--- config.mk ---
export PLATFORM = sky130hd
export DESIGN_NAME = pipe_stage_skid
export DESIGN_NICKNAME = d
export VERILOG_FILES = /design/src/rtl/pipe_stage_skid.sv
export SDC_FILE = /design/constraint.sdc
export NUM_CORES = 1
export LEC_CHECK = 0
export CAP_MARGIN = 20
export CORE_MARGIN = 3
export CORE_UTILIZATION = 45
export DETAILED_ROUTE_END_ITERATION = 10
export PLACE_DENSITY_LB_ADDON = 0.15
export SYNTH_ARGS = -nofsm -noshare
export SYNTH_HDL_FRONTEND = slang
export SYNTH_SLANG_ARGS = --single-unit
--- constraint.sdc ---
create_clock -name clk -period 6.9 [get_ports clk]
set_clock_uncertainty 0.15 [all_clocks]
set_input_delay 1.035 -clock clk [delete_from_list [all_inputs] [get_ports clk]]
set_output_delay 1.035 -clock clk [all_outputs]
set_load 0.02 [all_outputs]
--- src/rtl/pipe_stage_skid.sv ---
// Instruction-path pipeline stage with a 2-entry skid buffer, flush,
// NOP substitution on bubbles and saturating stall/flush counters.
module pipe_stage_skid #(
    parameter int unsigned      DW         = 32,
    parameter int unsigned      AW         = 32,
    parameter logic [DW-1:0]    NOP_INST   = 32'h00000013,
    parameter logic [AW-1:0]    RESET_ADDR = '0,
    parameter int unsigned      CNT_W      = 16
) (
    input  logic             clk,
    input  logic             rstn,
    input  logic             flush,
    input  logic             in_valid,
    output logic             in_ready,
    input  logic [DW-1:0]    in_inst,
    input  logic [AW-1:0]    in_addr,
    output logic             out_valid,
    input  logic             out_ready,
    output logic [DW-1:0]    out_inst,
    output logic [AW-1:0]    out_addr,
    output logic [1:0]       occupancy,
    output logic [CNT_W-1:0] stall_cnt,
    output logic [CNT_W-1:0] flush_cnt
);

    typedef enum logic [1:0] {
        S_EMPTY = 2'd0,
        S_FULL  = 2'd1,
        S_SKID  = 2'd2
    } state_t;

    state_t          state;
    state_t          state_nxt;
    logic            in_ready_q;
    logic            in_fire;
    logic            out_fire;
    logic            load_main;
    logic            main_from_skid;
    logic            load_skid;
    logic [DW-1:0]   main_inst;
    logic [AW-1:0]   main_addr;
    logic [DW-1:0]   skid_inst;
    logic [AW-1:0]   skid_addr;

    assign in_ready = in_ready_q;
    assign in_fire  = in_valid & in_ready_q;
    assign out_fire = out_valid & out_ready;

    // in_ready is a flop so it never sees out_ready combinationally
    always_ff @(posedge clk) begin
        if (!rstn) begin
            state      <= S_EMPTY;
            in_ready_q <= 1'b0;
        end else begin
            state      <= state_nxt;
            in_ready_q <= (state_nxt != S_SKID);
        end
    end

    always_comb begin
        state_nxt      = state;
        load_main      = 1'b0;
        main_from_skid = 1'b0;
        load_skid      = 1'b0;
        if (flush) begin
            state_nxt = S_EMPTY;
        end else begin
            unique case (state)
                S_EMPTY: begin
                    if (in_fire) begin
                        state_nxt = S_FULL;
                        load_main = 1'b1;
                    end
                end
                S_FULL: begin
                    if (in_fire && out_fire) begin
                        load_main = 1'b1;
                    end else if (in_fire) begin
                        state_nxt = S_SKID;
                        load_skid = 1'b1;
                    end else if (out_fire) begin
                        state_nxt = S_EMPTY;
                    end
                end
                S_SKID: begin
                    if (out_fire) begin
                        state_nxt      = S_FULL;
                        load_main      = 1'b1;
                        main_from_skid = 1'b1;
                    end
                end
                default: state_nxt = S_EMPTY;
            endcase
        end
    end

    always_comb begin
        out_valid = 1'b0;
        occupancy = 2'd0;
        unique case (state)
            S_EMPTY: begin
                out_valid = 1'b0;
                occupancy = 2'd0;
            end
            S_FULL: begin
                out_valid = 1'b1;
                occupancy = 2'd1;
            end
            S_SKID: begin
                out_valid = 1'b1;
                occupancy = 2'd2;
            end
            default: begin
                out_valid = 1'b0;
                occupancy = 2'd0;
            end
        endcase
    end

    assign out_inst = out_valid ? main_inst : NOP_INST;
    assign out_addr = main_addr;

    always_ff @(posedge clk) begin
        if (!rstn) begin
            main_inst <= NOP_INST;
            main_addr <= RESET_ADDR;
        end else if (load_main) begin
            main_inst <= main_from_skid ? skid_inst : in_inst;
            main_addr <= main_from_skid ? skid_addr : in_addr;
        end
    end

    always_ff @(posedge clk) begin
        if (load_skid) begin
            skid_inst <= in_inst;
            skid_addr <= in_addr;
        end
    end

    always_ff @(posedge clk) begin
        if (!rstn) begin
            stall_cnt <= '0;
            flush_cnt <= '0;
        end else begin
            if (out_valid && !out_ready && !flush && (stall_cnt != '1))
                stall_cnt <= stall_cnt + 1'b1;
            if (flush && (flush_cnt != '1))
                flush_cnt <= flush_cnt + 1'b1;
        end
    end

endmodule

# Word-level counts from Yosys, hierarchy flattened
# Cells that the tools add are included.
# word_totals
reg_bits	163
latch_bits	0
ramBits	0
romBits	0
in_bits	69
out_inout_bits	100
wordCells	48
mem_count	0
# op_classes
add_sub_neg	2
multipliers	0
n_div	0
order_cmp	0
n_eq_ne	5
shift	0
n_mux	22
bitwise	2
n_reduce_logical	9
# ops
cell	count
32-bit two-way mux	3
16-bit by 1-bit adder with 16-bit output, second input constant	2
16-bit != test, second input constant	2
2-bit two-way mux	6
1-bit two-way mux	10
2-bit one-hot mux with 3 select lines	1
1-bit logical AND	5
2-bit one-hot mux with 2 select lines	1
1-bit one-hot mux with 3 select lines	1
1-bit AND	2
2-bit by 1-bit equality test with 1-bit output, second input constant	1
2-bit equality test, second input constant	1
1-bit logical NOT	2
2-bit logical NOT	1
2-bit != test, second input constant	1
2-bit OR reduction	1

# Depth between registers and ports, before layout
# logic_depth
word_depth	10
depth_mapped	7
ltp_nobuf	6

# Worst setup path before layout
# No wires, ideal clock.
# synth_timing
kind	input to register
startpoint	input out_ready
endpoint	register skid_addr[0] (enable)
setup_ns	0.578
arrival_time_ns	6.029
setup_slack_ns	0.143
path_stages	4
n_path_buf	1
cell_sequence	buf_6 -> nand2_1 -> nand3_1 -> nor3b_1
# synth_via
elab_chain_cells	5
# synth_lines
item	line	text
start: declaration	18	input logic out_ready,
1-bit AND	47	assign out_fire = out_valid & out_ready;
1-bit logical AND	76	if (in_fire && out_fire) begin
1-bit two-way mux	76	
1-bit two-way mux	68	unique case (state)
1-bit two-way mux	65	if (flush) begin
named net load_skid	39	logic load_skid;
end signal: assignment	136	skid_addr <= in_addr;
end: declaration	43	logic [AW-1:0] skid_addr;
# The timed path passes the listed nets, and every way through them passes these cells.
# A chain may end at the register's enable or synchronous reset.

# Worst setup path after layout
# layout_timing
startpoint	register state[1]
endpoint	output out_inst[3]
# layout_via
elab_chain_cells	4
elab_cells_between_ends	5
classes_between	eq/ne (2); mux (2); reduce/logical (1)
# layout_lines
item	line	text
start: declaration	32	state_t state;
start signal: assignment	55	state <= state_nxt;
2-bit equality test or 2-bit by 1-bit equality test with 1-bit output (tied branches)	100	unique case (state)
2-bit OR reduction (no line) (*)	-	
1-bit two-way mux (*)	100	
32-bit two-way mux (*)	120	assign out_inst = out_valid ? main_inst : NOP_INST;
end: declaration	19	output logic [DW-1:0] out_inst,
# Every way passes the cells marked *; elsewhere a longest branch is shown, timed or not.

==> impl_metrics.tcl <==
set metrics [dict create \
    outcome "complete, no violations" \
    row_count 44 \
    ctsResizeCount 0 \
    r2r-end "main_inst[8]" \
    synthSimpleGateAreaFrac 0.152 \
    clkSinkCount 163 \
    synth_mux_area_frac 0.109 \
    gr-usage-all-layers 0.195 \
    antenna_cells 0 \
    synthCells 609 \
    worstMarginPinSlew_ns 0.946 \
    fin_tns_setup_ns 0 \
    synth-compound-area-share 0.120 \
    grt.overflow.total 0 \
    syn_to_final_growth_pct 36.4 \
    dr_total_vias 5275 \
    coreArea_mm2 0.0147 \
    setup_violations 0 \
    synth_seq_cells 163 \
    wire_per_inst_um 16.6 \
    fp.dieArea_mm2 0.0167 \
    synth_area_leaders "dfxtp_1 (29%), edfxtp_1 (28%), mux2i_1 (10%)" \
    netlist_area_mm2 0.00682 \
    hp-class "flip-flop to flip-flop" \
    clock_path_buffers 2 \
    cap_violations 0 \
    finalPower_w 0.00221 \
    reg2reg_setup_slack_ns 3.78 \
    clk_pin_slew_ns 0.06 \
    cp_max_fo 33 \
    initial_core_util 0.464 \
    final_cell_mix "clkdlybuf4s50_1 (168), dfxtp_1 (99), nor2_1 (72)" \
    min_period_ns 3.76 \
    cts_tree "yes" \
    synth_flop_cell "dfxtp_1" \
    fin_nets 843 \
    synth_top_family_by_area "simple AND/OR/NAND/NOR gates" \
    holdPathStages 2 \
    drcViolationCount 0 \
    synth_edf_count 64 \
    holdBufCountCts 0 \
    vias_per_cell 5.47 \
    synth_fp_nets 685 \
    numPortBuffers 168 \
    drv_slew 0 \
    yosys.cell_types.count 51 \
    cp.arrival_ns 2.58 \
    cts_made_buffers 17 \
    grt_pass1_wl_um 26100 \
    grt_max_degree 67 \
    antenna_found_initial 0 \
    worstPathRequired_ns 5.71 \
    rsz0062_at_grt "false" \
    die-height_um 129 \
    clk_latency_ns 0.42 \
    hold_violations 0 \
    detail_route.first_pass.iterations 4 \
    hold_end "main_inst[0]" \
    endpoint_kind "output port" \
    synth_area_per_cell_um2 11.2 \
    die_w_um 129 \
    routed_wl_um 16000 \
    rr_worst_depth 9 \
    relSlewSlack 0.363 \
    synthXorXnorAreaFrac 0.00642 \
    cts_max_level 4 \
    hp-start "main_inst[0]" \
    ys_seq_area_frac 0.573 \
    ir_drop_mv 0.176 \
    cp-start-kind "flip-flop" \
    p_per_area_mw_per_mm2 238 \
    layout_commonest_cell "clkdlybuf4s50_1" \
    crit_type "flip-flop to output port" \
    synth-adder-area-share 0.0128 \
    fillers 1156 \
    hpwl_um 10500 \
    postSynth.asyncResetShare 0 \
    p_leak_nw 3.50 \
    fin_crit_sh 0.545 \
    synth_top_area_share 0.291 \
    cts_root_buffer "clkbuf_16" \
    yosysWarnings 0 \
    drt_iter0_markers 242 \
    layout-drive-gt1-share 0.0667 \
    drtAntennaViolNets 0 \
    r2r_start "state[1]" \
    top_level_ports 169 \
    grt_pass1_vias 5206 \
    gp_congestion 0.849 \
    synth_top_cell_by_area "dfxtp_1" \
    max_freq_mhz 266 \
    cts_setup_buffers 0 \
]
-- sequential cells by signal (all words and copies together), names as in the netlist --
name,flops
stall_cnt,16
main_inst,32
skid_addr,32
flush_cnt,16
skid_inst,32
in_ready,1
state,2
out_addr,32
-- final cells by class --
class | instances | area, um2 | share of cell area
Sequential cell | 163 | 3900 | 0.420
Multi-Input combinational cell | 401 | 2750 | 0.296
Timing Repair Buffer | 177 | 1770 | 0.190
Clock buffer | 18 | 439 | 0.0472
Tap cell | 184 | 230 | 0.0248
Clock inverter | 14 | 178 | 0.0191
Inverter | 7 | 26.3 | 0.00283
-- worst max-delay path by stage --
| stage | from | end | slack, ns | cells past startpoint |
|---|---|---|---|---|
| floorplan | out_ready | skid_addr[0] | 0.14 | 4 |
| global placement | flush | main_inst[1] | 2.88 | 6 |
| detailed placement | flush | main_inst[9] | 2.95 | 7 |
| CTS | state[1] | out_inst[3] | 3.13 | 5 |
| global route | state[1] | out_inst[3] | 2.98 | 5 |
| finish | state[1] | out_inst[3] | 3.14 | 5 |
-- cell families after synthesis --
kind of cell,count (synthesis)
AO/OA/AOI/OAI,115
XOR/XNOR,5
adder cells (fa/ha/maj),7
buffers and inverters,45
flip-flops,163
multiplexers,74
AND/OR/NAND/NOR,200
-- Yosys cell counts, types with 2 or more instances --
cell type  instances
nor2_1            72
nor4_1             4
o21ai_0            9
o41ai_1            4
nand2b_1           8
and3_1             4
and4_1             3
nand3_1           12
a2111oi_0          2
inv_1              6
a21boi_0           3
buf_2              8
nand4_1           11
clkbuf_1          26
or4_1              9
a21oi_1           16
xor2_1             3
nand2_1           23
or3_1              6
edfxtp_1          64
and2_1            31
mux2_2             3
xnor2_1            2
ha_1               7
a211oi_1          64
nor3_1             5
nor3b_1            3
mux2i_1           71
buf_1              3
o31ai_1            8
dfxtp_1           99
-- power by group --
| part | switching [W] | internal, W |
|---|---|---|
| clock network | 0.000392 | 0.000583 |
| logic | 0.0000945 | 0.0000958 |
| registers | 0.0000161 | 0.00103 |
-- worst max-delay path, stage by stage (launching register included) --
cell and delay, ns:
dfxtp_1 0.43, inv_1 0.09, ha_1 0.43, buf_4 0.36, and2_1 0.19, clkdlybuf4s50_1 0.65
-- metal layers --
metal	part of all wire	vias to the layer above	global-route usage
met5	0	-	0
met4	0.011	0	0.0630
met3	0.059	14	0.0598
met2	0.48	140	0.303
met1	0.45	2521	0.261
li1	-	2600	-
-- stage by stage --
stage / setup WS (ns) / area, um2 / cells / util / hold WS, ns
3_3_place_gp: 2.88 / 8650 / 931 / 0.589 / 0.296
4_1_cts: 3.13 / 9300 / 964 / 0.633 / 0.319
2_1_floorplan: 0.143 / 6820 / 609 / - / 0.282
6_report: 3.14 / 9300 / 964 / 0.633 / 0.320
3_5_place_dp: 2.95 / 8680 / 932 / 0.591 / 0.302
5_1_grt: 2.98 / 9300 / 964 / 0.633 / 0.335
Power figures use the tool's default switching activity.
